==> src/rtl/seq_detector_param.sv <==
// -----------------------------------------------------------------------------
// seq_detector_param
//
// Serial pattern (sync-word) detector with a run-time loadable N-bit pattern,
// run-time selectable overlapping / non-overlapping detection and a saturating
// match counter.
//
// Optional build macro:
//   SEQDET_REG_OUT_EN - when defined, y comes from a flop and asserts one cycle
//                       after the final pattern bit. When undefined, y is the
//                       combinational Mealy match term.
//
// Parameters:
//   N        pattern length in bits (2..16)
//   PATTERN  reset value of the pattern register; PATTERN[N-1] arrives first
//   CW       match counter width (1..16)
//
// Ports:
//   clk        rising-edge clock
//   rst        asynchronous active-high reset
//   en         x valid strobe
//   x          serial data bit
//   ovl        1 = overlapping detection, 0 = non-overlapping
//   pat_ld     load pat_in into the pattern register (wins over en)
//   pat_in     new pattern value
//   cnt_clr    synchronous clear of the match counter (wins over a match)
//   y          match indication
//   match_cnt  saturating count of matches
//   cnt_sat    high while match_cnt is at its maximum
// -----------------------------------------------------------------------------
module seq_detector_param #(
    parameter int             N       = 4,
    parameter logic [N-1:0]   PATTERN = 4'b1011,
    parameter int             CW      = 8
) (
    input  logic          clk,
    input  logic          rst,
    input  logic          en,
    input  logic          x,
    input  logic          ovl,
    input  logic          pat_ld,
    input  logic [N-1:0]  pat_in,
    input  logic          cnt_clr,
    output logic          y,
    output logic [CW-1:0] match_cnt,
    output logic          cnt_sat
);

    // Elaboration-time range checks.
    generate
        if ((N < 2) || (N > 16)) begin : g_bad_n
            $error("seq_detector_param: N must be in 2..16");
        end
        if ((CW < 1) || (CW > 16)) begin : g_bad_cw
            $error("seq_detector_param: CW must be in 1..16");
        end
    endgenerate

    // fill only has to reach N-1, so $clog2(N) bits suffice (at least 1).
    localparam int             FW       = (N > 2) ? $clog2(N) : 1;
    localparam logic [FW-1:0]  FILL_MAX = FW'(N - 1);
    localparam logic [CW-1:0]  CNT_MAX  = '1;

    logic [N-1:0]  pat_q,  pat_d;
    logic [N-2:0]  hist_q, hist_d;
    logic [N-2:0]  hist_shift;
    logic [FW-1:0] fill_q, fill_d;
    logic [CW-1:0] cnt_q,  cnt_d;
    logic          accept;
    logic          match;

    // History shifted by one accepted bit: newest bit enters at hist[0].
    assign hist_shift[0] = x;
    generate
        for (genvar gi = 1; gi < N - 1; gi++) begin : g_hist_shift
            assign hist_shift[gi] = hist_q[gi-1];
        end
    endgenerate

    assign accept = en & ~pat_ld;
    // A match needs N-1 valid history bits plus the bit presented now.
    assign match  = accept & (fill_q == FILL_MAX) & ({hist_q, x} == pat_q);

    always_comb begin
        pat_d  = pat_q;
        hist_d = hist_q;
        fill_d = fill_q;
        cnt_d  = cnt_q;

        if (pat_ld) begin
            pat_d  = pat_in;
            hist_d = '0;
            fill_d = '0;
        end else if (accept) begin
            hist_d = hist_shift;
            if (match && !ovl) begin
                // Non-overlapping: the next match must be built from N fresh bits.
                fill_d = '0;
            end else if (fill_q != FILL_MAX) begin
                fill_d = fill_q + 1'b1;
            end
        end

        if (cnt_clr) begin
            cnt_d = '0;
        end else if (match && (cnt_q != CNT_MAX)) begin
            cnt_d = cnt_q + 1'b1;
        end
    end

    always_ff @(posedge clk or posedge rst) begin
        if (rst) begin
            pat_q  <= PATTERN;
            hist_q <= '0;
            fill_q <= '0;
            cnt_q  <= '0;
        end else begin
            pat_q  <= pat_d;
            hist_q <= hist_d;
            fill_q <= fill_d;
            cnt_q  <= cnt_d;
        end
    end

`ifdef SEQDET_REG_OUT_EN
    // Registered output: match is already forced low by pat_ld, so loading a
    // pattern clears the flop on the same edge.
    logic y_q;

    always_ff @(posedge clk or posedge rst) begin
        if (rst) begin
            y_q <= 1'b0;
        end else begin
            y_q <= match;
        end
    end

    assign y = y_q;
`else
    // Mealy output; rst gates it so y is low for the whole reset pulse.
    assign y = match & ~rst;
`endif

    assign match_cnt = cnt_q;
    assign cnt_sat   = (cnt_q == CNT_MAX);

endmodule

==> config.mk <==
export PLATFORM = sky130hd
export DESIGN_NAME = seq_detector_param
export DESIGN_NICKNAME = d
export VERILOG_FILES = /design/src/rtl/seq_detector_param.sv
export SDC_FILE = /design/constraint.sdc
export NUM_CORES = 1
export LEC_CHECK = 0
export CORE_MARGIN = 4
export CORE_UTILIZATION = 40
export DETAILED_ROUTE_END_ITERATION = 8
export DONT_BUFFER_PORTS = 1
export GPL_TIMING_DRIVEN = 1
export HOLD_SLACK_MARGIN = 0.1
export PLACE_DENSITY_LB_ADDON = 0.08
export SETUP_SLACK_MARGIN = 0.4
export SLEW_MARGIN = 20
export SYNTH_ARGS = -nofsm -noshare
export SYNTH_HDL_FRONTEND = slang
export SYNTH_SLANG_ARGS = --single-unit
==> constraint.sdc <==
create_clock -name clk -period 2.8 [get_ports clk]
set_clock_uncertainty 0.1 [all_clocks]
set_input_delay 0.28 -clock clk [delete_from_list [all_inputs] [get_ports clk]]
set_output_delay 0.28 -clock clk [all_outputs]
set_load 0.1 [all_outputs]
After elaboration in Yosys (flattened, before gate mapping)
Cells that the tools add are included.
{ "word_totals": {"elab_cells": 32, "out_inout_bits": 10, "regBits": 17} }
{ "classes": {"reduce_logical": 7, "n_eq_ne": 5, "muxes": 8, "addsub": 2, "bitwise_logic": 6} }
{ "op_table": {"columns": ["cell", "count"], "rows": [
  ["$mux W8", 2],
  ["$add A8 B1 Y8 const B", 1],
  ["$eq A8 B8 Y1 const B", 1],
  ["$mux W2", 4],
  ["$ne A8 B8 Y1 const B", 1],
  ["$mux W3", 2],
  ["$and A1 B1 Y1", 4],
  ["$eq A4 B4 Y1", 1],
  ["$reduce_bool A2 Y1", 2],
  ["$reduce_bool A3 Y1", 1],
  ["$add A2 B1 Y2 const B", 1],
  ["$eq A2 B2 Y1 const B", 1],
  ["$logic_and A1 B1 Y1", 2],
  ["$ne A2 B2 Y1 const B", 1],
  ["$not A1 Y1", 2],
  ["$reduce_and A2 Y1", 1],
  ["$logic_not A1 Y1", 1]
]} }

Logic depth before layout (Yosys ltp)
Gate-level depths: netlist (run 1).
{ "depth": {"ltp_word": 8, "mapped_depth": 7, "ltp_nobuf": 6} }

Least setup slack after synthesis (run 1)
OpenSTA, ideal clock, no wires.
{ "synth_path": {"kind": "register to register", "start": "reg cnt_q[0], in the netlist match_cnt[0]", "end": "reg cnt_q[1], in the netlist match_cnt[1]", "setup_slack_ns": -0.308, "arrival_time_ns": 2.880, "n_path_buf": 1, "setup_ns": 0.128, "required_ns": 2.572, "period_less_slack_ns": 3.108, "path_stages_with_launch": 8, "cell_sequence": "dfrtp_1 -> ha_1 -> nand3_1 -> nor2_2 -> nand3b_2 -> buf_6 -> mux2i_1 -> nor2_1"} }
{ "synth_between": {"elab_chain_len": 3} }
{ "synth_rtl": {"columns": ["item", "line", "source"], "rows": [
  ["start, declared", "68", "logic [CW-1:0] cnt_q, cnt_d;"],
  ["start signal, assigned", "121", "cnt_q <= cnt_d;"],
  ["$add A8 B1 Y8 or $ne A8 B8 Y1 (tied branches)", "107, 106", null],
  ["$mux W8 or $logic_and A1 B1 Y1 (tied branches)", "106", "end else if (match && (cnt_q != CNT_MAX)) begin"],
  ["$mux W8 or $reduce_bool A2 Y1 (tied branches)", null, null]
]} }
Parallel ways exist; a longest one is shown, timed or not. The select of a mux whose other input is x is not followed.
A chain may end at the register's enable or synchronous reset.

Final worst setup path (run 1)
{ "layout_path": {"start": "reg cnt_q[0], in the netlist match_cnt[0]", "end": "reg cnt_q[5], in the netlist match_cnt[5]"} }
The elaborated chain is that of the path after synthesis.

==> flow_summary.yaml, run 1 <==
layout:
  most_common_cell_after_layout_fill_and_taps_aside: "sky130_fd_sc_hd__dlygate4sd3_1"
  drive_gt1_frac: 0.297
  insertedDiodeCount: 0
  finish.cell_count_without_fillers: 128
  fillers: 203
  mostFrequentLayoutCells: "sky130_fd_sc_hd__dlygate4sd3_1 (9), sky130_fd_sc_hd__nor2_1 (8), sky130_fd_sc_hd__a21oi_1 (8)"
  final_net_count: 115
  areaGrowthSynthToFinish_pct: 22.6
worst_setup_path:
  rrSetupSlack_ps: 620
  crit_required_ps: 2910
  worstRegToRegCells: 6
  regToRegStartpoint: "match_cnt[0]$_DFFE_PP0P_"
  data_arrival_time_of_the_worst_path_ps: 2290
  setup.worst_path.class: "reg2reg"
  max_incr_delay_on_cp_ps: 640
  timing.critical_path.fanout_max: 14
  critical_path.slowest_cell: "sky130_fd_sc_hd__dfrtp_4"
  critPathLaunchType: "flip-flop"
  crit_path_end_kind: "flip-flop"
  worst_r2r_endpoint: "match_cnt[5]$_DFFE_PP0P_"
  timing.critical_path.cells: "ha_1, nand3_1, nor2_4, nand3b_4, or4_1, a21oi_1"
cts:
  cts_tree: "done"
  cts.repair_timing.setup_buffer_count: 0
  path_clk_slew_ps: 100
  cts.htree.levels: 1
  clock_tree.buffer_depth: 2
  cts_buffer_count: 3
  worst_skew_pair.late_latency_ps: 290
  clkSinkCount: 17
  cts-root-buf: "sky130_fd_sc_hd__clkbuf_4"
drt:
  firstDrtPassIters: 2
  first_iter_violations: 10
  postRouteAntennaNets: 0
  drt-wirelength-per-cell_um: 14.2
  via_count: 681
  routed_via_density: 5.32
  routed_wl_um: 1820
  drt_drc_violations_left: 0
timing:
  maxSlewHeadroom: 0.570
  final-max-slew-violation-count: 0
  rsz0062_at_grt: "false"
  transition_at_the_pin_with_the_smallest_max_transition_slack_ps: 644
  max_freq_mhz: 459
  final-hold-violation-count: 0
  setup_violations: 0
  fin_tns_setup_ps: 0
  finalCritPeriodShare: 0.777
  time_the_final_worst_path_needs_with_i_o_delays_and_setup_ps: 2180
logic_synthesis:
  synthesized_netlist_cell_count: 86
  synth_warnings: 0
  ys_top_cells_by_area: "sky130_fd_sc_hd__dfrtp_1 (39%), sky130_fd_sc_hd__dfstp_2 (8.8%), sky130_fd_sc_hd__mux2_2 (5.0%), sky130_fd_sc_hd__xor2_1 (4.9%), sky130_fd_sc_hd__a21oi_1 (4.5%)"
  syn_area_per_cell_um2: 10.4
  netlist.area_leader.share: 0.393
  synth_nets: 99
  ys_seq_elements: 17
  post_synth_instance_area_um2: 892
  netlist.top_cell.by_area: "sky130_fd_sc_hd__dfrtp_1"
  synth_seq_area_share: 0.481
  synth_cell_type_count: 27
grt:
  grt_pass1_wl_um: 3080
  maximum_number_of_pins_on_one_net_before_global_route_repair: 18
  first_global_vias: 664
  grt-ovfl-total: 0
  gr-usage-all-layers: 0.128
  antenna_violations_before_repair: 0
min_path:
  min-delay-start: "ovl"
  timing.hold.worst.class: "in2reg"
  terminating_pin_of_the_worst_hold_path: "fill_q[0]$_DFFE_PP0P_"
  worstHoldPathCells: 2
pwr:
  total_power_mw: 0.448
  leakage_nw: 0.479
  cell_pwr_density_nw_per_um2: 410
  vdd_drop_max_v: 0.000292
floorplan:
  die_w_um: 55.2
  fp-row-count: 16
  num_io_pins: 21
  floorplan.die_area_um2: 3050
  start_util: 0.437
  die_h_um: 55.2
  core_area_um2: 2040
placed_design:
  dp.cells: 115
  placement.io_buffers: 0
  dp.final_hpwl_um: 1290
  globalplace.congestion: 0.750
run_status:
  outcome: "finished clean"
job:
  max-cap-violations: 0
[final cells by class]
cell class | instances | area, µm² | area share
clock inverters | 1 | 5.00 | 0.00458
flip-flops and latches | 17 | 444 | 0.406
multi-input cells | 63 | 445 | 0.407
clock buffers | 3 | 22.5 | 0.0206
well taps | 27 | 33.8 | 0.0309
repair buffers | 15 | 135 | 0.124
inverters | 2 | 7.51 | 0.00686
[per-stage QoR]
step	hold slack, ps	utilization	setup WS [ps]	instance area [µm²]
4_1_cts	153	0.531	473	1080
6_report	161	0.536	623	1090
3_3_place_gp	200	0.474	533	967
2_1_floorplan	104	-	426	915
3_5_place_dp	200	0.474	500	967
5_1_grt	164	0.536	485	1090
[sequential cells by signal, summed over array words and instances, names as in the netlist]
signal,flops
match_cnt,8
hist_q,3
fill_q,2
pat_q,4
[power by group]
group | total [mW] | switching (mW) | internal (mW)
registers | 0.266 | 0.00771 | 0.258
logic | 0.0500 | 0.0249 | 0.0251
clock network | 0.132 | 0.0792 | 0.0531
total | 0.448 | 0.112 | 0.337
[logic make-up (layout without fill, tap and decap cells)]
logic type / Yosys count / in the layout / synth area share
and+or+nand+nor: 32 / 32 / 0.203
DFF: 17 / 17 / 0.481
AOI/OAI and AO/OA: 16 / 16 / 0.105
muxes: 8 / 8 / 0.0954
buffers and inverters: 6 / 21 / 0.0379
xor gates and xnor gates: 5 / 5 / 0.0491
adders and majority gates: 2 / 2 / 0.0280
[worst max path at each step]
| stage | startpoint | to | slack (ps) | cells after the start |
|---|---|---|---|---|
| after floorplan | match_cnt[1]$_DFFE_PP0P_ | match_cnt[1]$_DFFE_PP0P_ | 430 | 7 |
| after global placement | match_cnt[0]$_DFFE_PP0P_ | match_cnt[5]$_DFFE_PP0P_ | 530 | 6 |
| after detailed placement | match_cnt[0]$_DFFE_PP0P_ | match_cnt[5]$_DFFE_PP0P_ | 500 | 6 |
| after CTS | match_cnt[0]$_DFFE_PP0P_ | match_cnt[5]$_DFFE_PP0P_ | 470 | 6 |
| after global routing | match_cnt[0]$_DFFE_PP0P_ | match_cnt[5]$_DFFE_PP0P_ | 490 | 6 |
| final | match_cnt[0]$_DFFE_PP0P_ | match_cnt[5]$_DFFE_PP0P_ | 620 | 6 |
[what timing repair did]
action / 4_1_cts / 5_1_grt
endpoints found under the hold margin: 31 / 0
setup endpoints to repair: 0 / 2
resized for setup: 0 / 1
hold buffers: 9 / 0
[cell usage after synthesis]
cell type                  count
sky130_fd_sc_hd__a21oi_1       8
sky130_fd_sc_hd__buf_1         1
sky130_fd_sc_hd__buf_4         1
sky130_fd_sc_hd__buf_6         1
sky130_fd_sc_hd__clkbuf_1      1
sky130_fd_sc_hd__dfrtp_1      14
sky130_fd_sc_hd__dfstp_2       3
sky130_fd_sc_hd__ha_1          2
sky130_fd_sc_hd__inv_1         2
sky130_fd_sc_hd__mux2_2        4
sky130_fd_sc_hd__mux2i_1       4
sky130_fd_sc_hd__nand2_1       6
sky130_fd_sc_hd__nand2b_1      1
sky130_fd_sc_hd__nand3_1       4
sky130_fd_sc_hd__nand3b_2      1
sky130_fd_sc_hd__nand4_1       1
sky130_fd_sc_hd__nor2_1        9
sky130_fd_sc_hd__nor2_2        1
sky130_fd_sc_hd__nor3_2        1
sky130_fd_sc_hd__nor3_4        1
sky130_fd_sc_hd__nor3b_1       1
sky130_fd_sc_hd__o21ai_0       3
sky130_fd_sc_hd__o31ai_1       4
sky130_fd_sc_hd__o32ai_1       1
sky130_fd_sc_hd__or3_1         3
sky130_fd_sc_hd__or4_1         3
sky130_fd_sc_hd__xor2_1        5
[critical path, delay by kind of cell, from the launching register on]
family / cells / cell delay [ps]
DFF: 1 / 640
adders and majority gates: 1 / 290
AOI/OAI and AO/OA: 1 / 160
and+or+nand+nor: 4 / 900
[routing by layer]
| metal | vias to the layer above | track usage | share of wire |
|---|---|---|---|
| li1 | 335 | - | - |
| met1 | 332 | 0.173 | 0.48 |
| met3 | 2 | 0.0373 | 0.043 |
| met5 | - | 0 | 0 |
| met2 | 12 | 0.176 | 0.47 |
| met4 | 0 | 0.0799 | 0.0082 |
(Power assumes the default switching activity.)
==> inputs of run 2 (changes only) <==
==> constraint.sdc (replaced) <==
create_clock -name clk -period 1.91 [get_ports clk]
set_clock_uncertainty 0.1 [all_clocks]
set_input_delay 0.191 -clock clk [delete_from_list [all_inputs] [get_ports clk]]
set_output_delay 0.191 -clock clk [all_outputs]
set_load 0.1 [all_outputs]
==> run 2 against run 1 <==
Net effect: the flow now finishes with violations (negative hold slack); combinational power is 75% higher; flip-flop and latch count is the same; cell area increased by 23%; wire length up 11%; critical path depth is the same; utilization up 13 points; largest cell class unchanged.
==> flow_summary.yaml, run 2 (synthesis gave the netlist of run 1 again) <==
floorplan:
  floorplan.die_area_um2: 3050
  num_io_pins: 21
  fp-row-count: 16
  die_h_um: 55.2
  start_util: 0.437
  die_w_um: 55.2
  core_area_um2: 2040
drt:
  postRouteAntennaNets: 0
  routed_via_density: 5.19
  first_iter_violations: 10
  drt_drc_violations_left: 0
  routed_wl_um: 2020
  drt-wirelength-per-cell_um: 13.9
  via_count: 753
  firstDrtPassIters: 3
grt:
  grt_pass1_wl_um: 3160
  maximum_number_of_pins_on_one_net_before_global_route_repair: 18
  grt-ovfl-total: 0
  gr-usage-all-layers: 0.130
  antenna_violations_before_repair: 0
  first_global_vias: 690
worst_setup_path:
  critPathLaunch: "pat_q[1]$_DFFE_PP1P_"
  data_arrival_time_of_the_worst_path_ps: 2000
  critPathLaunchType: "flip-flop"
  crit_path_end_kind: "flip-flop"
  setup.worst_path.class: "reg2reg"
  crit_required_ps: 2030
  timing.critical_path.fanout_max: 6
  regToRegStartpoint: "pat_q[1]$_DFFE_PP1P_"
pwr:
  power_report.internal_total_mw: 0.508
  share_clk_of_total_power: 0.292
  power.net_switching_mw: 0.168
  switching_share: 0.248
  leakage_nw: 0.565
  cell_pwr_density_nw_per_um2: 501
  fraction_of_power_consumed_by_combinational_cells: 0.129
  sequentialPowerShare: 0.579
  vdd_drop_max_v: 0.000495
layout:
  drive_gt1_frac: 0.508
  final-seq-area_um2: 454
  mostFrequentLayoutCells: "sky130_fd_sc_hd__buf_4 (17), sky130_fd_sc_hd__dlygate4sd3_1 (9), sky130_fd_sc_hd__nor2_1 (7)"
  largest_register_ff_count: 8
  areaGrowthSynthToFinish_pct: 51.3
  post-route-cell-area_um2: 1350
  insertedDiodeCount: 0
  most_common_cell_after_layout_fill_and_taps_aside: "sky130_fd_sc_hd__buf_4"
  fillers: 167
  multi_input_comb_area_um2: 537
  final_net_count: 132
run_status:
  violations: "negative hold slack"
  outcome: "complete, but fails checks"
placed_design:
  dpl_cell_area_um2: 1070
  placement.io_buffers: 0
  dp.final_hpwl_um: 1310
  globalplace.congestion: 0.691
timing:
  setup_violations: 0
  max_freq_mhz: 533
  transition_at_the_pin_with_the_smallest_max_transition_slack_ps: 664
  time_the_final_worst_path_needs_with_i_o_delays_and_setup_ps: 1880
  finalCritPeriodShare: 0.982
  maxSlewHeadroom: 0.557
  rsz0062_at_grt: "true"
  fin_worst_hold_slack_ps: -167
  final-hold-violation-count: 8
  final-max-slew-violation-count: 0
cts:
  cts-root-buf: "sky130_fd_sc_hd__clkbuf_4"
  cts.hold.buffers_added: 9
  cts_tree: "done"
  cts.htree.levels: 1
  clock_tree.buffer_depth: 2
  path_clk_slew_ps: 100
  worst_skew_pair.late_latency_ps: 290
  cts_buffer_count: 3
  clkSinkCount: 17
min_path:
  min-delay-start: "cnt_clr"
  timing.hold.worst.class: "in2reg"
job:
  max-cap-violations: 0
## run 2: cell types whose count changed in the layout (fill, tap and decap cells not counted), moves of 3 or more
cell                      change
sky130_fd_sc_hd__a21oi_2      +3
sky130_fd_sc_hd__buf_6        +3
sky130_fd_sc_hd__dfrtp_4      +4
sky130_fd_sc_hd__a21oi_1      -3
sky130_fd_sc_hd__buf_4       +11
sky130_fd_sc_hd__dfrtp_2      -4
## run 2: metrics by stage
| stage | setup TNS, ps | setup WS [ps] | power [mW] | instances | util |
|---|---|---|---|---|---|
| 3_3_place_gp | 0 | 124 | 0.449 | 121 | 0.522 |
| 4_1_cts | 0 | 24.3 | 0.676 | 140 | 0.615 |
| 6_report | 0 | 33.4 | 0.676 | 145 | 0.661 |
| 5_1_grt | -80.2 | -57.5 | 0.705 | 145 | 0.661 |
| 3_5_place_dp | 0 | 109 | 0.451 | 121 | 0.522 |
| 2_1_floorplan | -2580 | -372 | 0.450 | 86 | - |
## run 2: metal layers
| layer | up-vias | routed length (µm) | share of wire | GRT usage |
|---|---|---|---|---|
| li1 | 372 | - | - | - |
| met1 | 361 | 927 | 0.46 | 0.171 |
| met2 | 15 | 966 | 0.48 | 0.189 |
| met3 | 5 | 91 | 0.045 | 0.0350 |
| met4 | 0 | 31 | 0.015 | 0.0764 |
| met5 | - | 0 | 0 | 0 |
## run 2: repair_timing
action / 4_1_cts / 5_1_grt
gates resized for setup: 6 / 14
buffers inserted: 5 / 5
endpoints found under the setup margin: 11 / 12
pin swaps: 9 / 7
endpoints found under the hold margin: 31 / 8
gates cloned: 1 / 0
## run 2: layout make-up
type,instances,area share
clock buffer,4,0.0195
sequential,17,0.336
multi-input combinational,64,0.398
inverter,2,0.00556
timing repair buffer,31,0.216
tap,27,0.0250
## run 2: power groups by stage
stage	Sequential, mW	Combinational, mW	Clock (mW)
2_1_floorplan	0.395	0.0548	0
3_3_place_gp	0.397	0.0525	0
3_5_place_dp	0.397	0.0538	0
4_1_cts	0.391	0.0817	0.203
5_1_grt	0.394	0.0952	0.216
6_report	0.391	0.0875	0.198
## run 2: critical path, stage by stage, from the launching register on
cell and delay [ps]:
sky130_fd_sc_hd__dfstp_2 550, sky130_fd_sc_hd__xor2_1 70, sky130_fd_sc_hd__nor3_2 210, sky130_fd_sc_hd__buf_4 170, sky130_fd_sc_hd__nand3b_4 100, sky130_fd_sc_hd__or4_1 470
sky130_fd_sc_hd__a21oi_1 130
## run 2: final timing paths
check | endpoint | slack [ps] | depth (start not counted)
setup / recovery | match_cnt[5]$_DFFE_PP0P_ | 30 | 6
hold reg to reg | pat_q[2]$_DFFE_PP0P_ | 470 | 1
max in group asynchronous | match_cnt[0]$_DFFE_PP0P_ | 890 | 2
min in group asynchronous | fill_q[1]$_DFFE_PP0P_ | 340 | 2
setup reg to reg | match_cnt[5]$_DFFE_PP0P_ | 30 | 6
hold / removal | match_cnt[4]$_DFFE_PP0P_ | -170 | 1
==> inputs of run 3 (changes only) <==
--- a/config.mk
+++ b/config.mk
@@ -5,11 +5,10 @@
 export SDC_FILE = /design/constraint.sdc
 export NUM_CORES = 1
 export LEC_CHECK = 0
-export CORE_MARGIN = 4
-export CORE_UTILIZATION = 40
+export CORE_UTILIZATION = 30
 export DETAILED_ROUTE_END_ITERATION = 8
 export DONT_BUFFER_PORTS = 1
-export GPL_TIMING_DRIVEN = 1
+export GPL_TIMING_DRIVEN = 0
 export HOLD_SLACK_MARGIN = 0.1
 export PLACE_DENSITY_LB_ADDON = 0.08
 export SETUP_SLACK_MARGIN = 0.4
==> run 3 against run 2 <==
Net effect: the run ends with negative setup slack left; first-iteration DRC count rose by 80%; critical path depth rose by 1; non-clock buffer count fell by 13; sequential power barely moved; global-route usage rose by 1.1 points; via count fell by 5.2%; sequential share of layout area rose by 4.5 points; count of clock-buffer cells in the layout did not move; cell area fell by 12%; critical endpoint is now match_cnt[0]$_DFFE_PP0P_; largest power group unchanged.
==> flow_summary.yaml, run 3 (synthesis gave the netlist of run 1 again) <==
worst_setup_path:
  timing.critical_path.fanout_max: 5
  critical_path.slowest_cell: "sky130_fd_sc_hd__dfrtp_4"
  critPathLaunchType: "flip-flop"
  data_arrival_time_of_the_worst_path_ps: 2430
  setup.worst_path.class: "reg2reg"
  crit_required_ps: 1970
  max_incr_delay_on_cp_ps: 650
  timing.critical_path.cells: "ha_4, nand3_4, nor2_4, nand3b_4, buf_6, xor2_1, nor2_1"
  crit_path_end_kind: "flip-flop"
cts:
  clkSinkCount: 17
  worst_skew_pair.late_latency_ps: 290
  cts.htree.levels: 1
  path_clk_slew_ps: 110
  cts_tree: "done"
  cts_buffer_count: 3
  cts-root-buf: "sky130_fd_sc_hd__clkbuf_4"
  clock_tree.buffer_depth: 2
timing:
  maxSlewHeadroom: 0.544
  setup_violations: 10
  fin_worst_hold_slack_ps: 132
  post-route-worst-setup-slack_ps: -453
  time_the_final_worst_path_needs_with_i_o_delays_and_setup_ps: 2360
  final-hold-violation-count: 0
  finalCritPeriodShare: 1.24
  transition_at_the_pin_with_the_smallest_max_transition_slack_ps: 683
  max_freq_mhz: 423
  rsz0062_at_grt: "true"
  final-max-slew-violation-count: 0
layout:
  final_net_count: 118
  insertedDiodeCount: 0
  mostFrequentLayoutCells: "sky130_fd_sc_hd__dlygate4sd3_1 (9), sky130_fd_sc_hd__a21oi_1 (8), sky130_fd_sc_hd__nor2_1 (7)"
  largest_register_ff_count: 8
  drive_gt1_frac: 0.356
  final-seq-area_um2: 454
  most_common_cell_after_layout_fill_and_taps_aside: "sky130_fd_sc_hd__dlygate4sd3_1"
  areaGrowthSynthToFinish_pct: 33.4
  multi_input_comb_area_um2: 509
  fillers: 285
  share_of_the_core_filled_with_cells_in_the_final_layout: 0.428
placed_design:
  dp.final_hpwl_um: 1290
  globalplace.congestion: 0.736
  placement.io_buffers: 0
grt:
  gr-usage-all-layers: 0.140
  antenna_violations_before_repair: 0
  maximum_number_of_pins_on_one_net_before_global_route_repair: 18
  grt_pass1_wl_um: 3460
  first_global_vias: 737
  grt-ovfl-total: 0
job:
  max-cap-violations: 0
drt:
  firstDrtPassIters: 4
  first_iter_violations: 18
  routed_wl_um: 1950
  routed_via_density: 5.29
  postRouteAntennaNets: 0
  drt-wirelength-per-cell_um: 14.5
  via_count: 714
  drt_drc_violations_left: 0
floorplan:
  start_util: 0.321
  fp-row-count: 19
  die_h_um: 56.5
  die_w_um: 56.5
  floorplan.die_area_um2: 3200
  num_io_pins: 21
  core_area_um2: 2780
min_path:
  timing.hold.worst.class: "in2reg"
pwr:
  total_power_mw: 0.674
  vdd_drop_max_v: 0.000367
  cell_pwr_density_nw_per_um2: 567
  leakage_nw: 0.476
run_status:
  outcome: "complete, but fails checks"
  violations: "negative setup slack"
-- run 3: cell types whose count changed in the layout (fill, tap and decap cells not counted), moves of 2 or more --
| cell | change |
|---|---|
| sky130_fd_sc_hd__buf_12 | -2 |
| sky130_fd_sc_hd__buf_4 | -11 |
| sky130_fd_sc_hd__nand2_2 | -2 |
| sky130_fd_sc_hd__a21oi_1 | +3 |
| sky130_fd_sc_hd__a21oi_2 | -3 |
| sky130_fd_sc_hd__nand2_1 | +2 |
| sky130_fd_sc_hd__buf_6 | -2 |
-- run 3: metal layers --
layer | vias to the layer above | wire length, µm | GRT usage
met5 | - | 0 | 0
met4 | 0 | 19 | 0.0523
met3 | 2 | 99 | 0.0415
met2 | 14 | 950 | 0.232
met1 | 356 | 884 | 0.173
li1 | 342 | - | -
-- run 3: layout make-up --
| type | instances | share of cell area |
|---|---|---|
| flip-flops and latches | 17 | 0.382 |
| inverters | 2 | 0.00631 |
| multi-input cells | 63 | 0.428 |
| plain buffers | 4 | 0.0221 |
| clock buffers | 4 | 0.0221 |
| well taps | 31 | 0.0326 |
| repair buffers | 14 | 0.107 |
-- run 3: per-stage QoR --
step                      setup TNS, ps  std cells  worst slack (ps)  instance area, µm²
after floorplan                   -2580         86              -372                 956
after global routing              -4580        135              -533                1190
after global placement            -3630        117              -501                 995
after detailed placement          -3700        117              -513                 995
final                             -3670        135              -453                1190
after CTS                         -3690        135              -444                1190
-- run 3: where the power goes --
| part | total (mW) | switching (mW) | internal (mW) |
|---|---|---|---|
| Clock | 0.196 | 0.115 | 0.0811 |
| Sequential | 0.392 | 0.0131 | 0.379 |
| Combinational | 0.0863 | 0.0420 | 0.0444 |
| Total | 0.674 | 0.170 | 0.505 |
-- run 3: worst max-delay path: cells and delay by family, from the launching register on --
kind | cells | cell delay [ps]
AND/OR/NAND/NOR | 4 | 980
XOR/XNOR | 1 | 150
buffers and inverters | 1 | 130
adder cells (fa/ha/maj) | 1 | 210
flip-flops | 1 | 650
-- run 3: path summary, 6_finish.rpt --
kind	to	cells after the start	slack (ps)	startpoint
max	match_cnt[0]$_DFFE_PP0P_	7	-450	match_cnt[1]$_DFFE_PP0P_
min	fill_q[0]$_DFFE_PP0P_	4	130	en
max reg2reg	match_cnt[0]$_DFFE_PP0P_	7	-450	match_cnt[1]$_DFFE_PP0P_
min reg2reg	pat_q[2]$_DFFE_PP0P_	1	440	pat_q[2]$_DFFE_PP0P_
max in group asynchronous	match_cnt[0]$_DFFE_PP0P_	2	860	rst
min in group asynchronous	fill_q[0]$_DFFE_PP0P_	2	340	rst
-- run 3: timing repair --
action | 4_1_cts | 5_1_grt
hold buffers | 9 | 0
endpoints found under the setup margin | 12 | 12
buffers inserted | 4 | 0
pin swaps | 5 | 2
hold endpoints to repair | 21 | 0
gates cloned | 1 | 0
resized for setup | 7 | 1
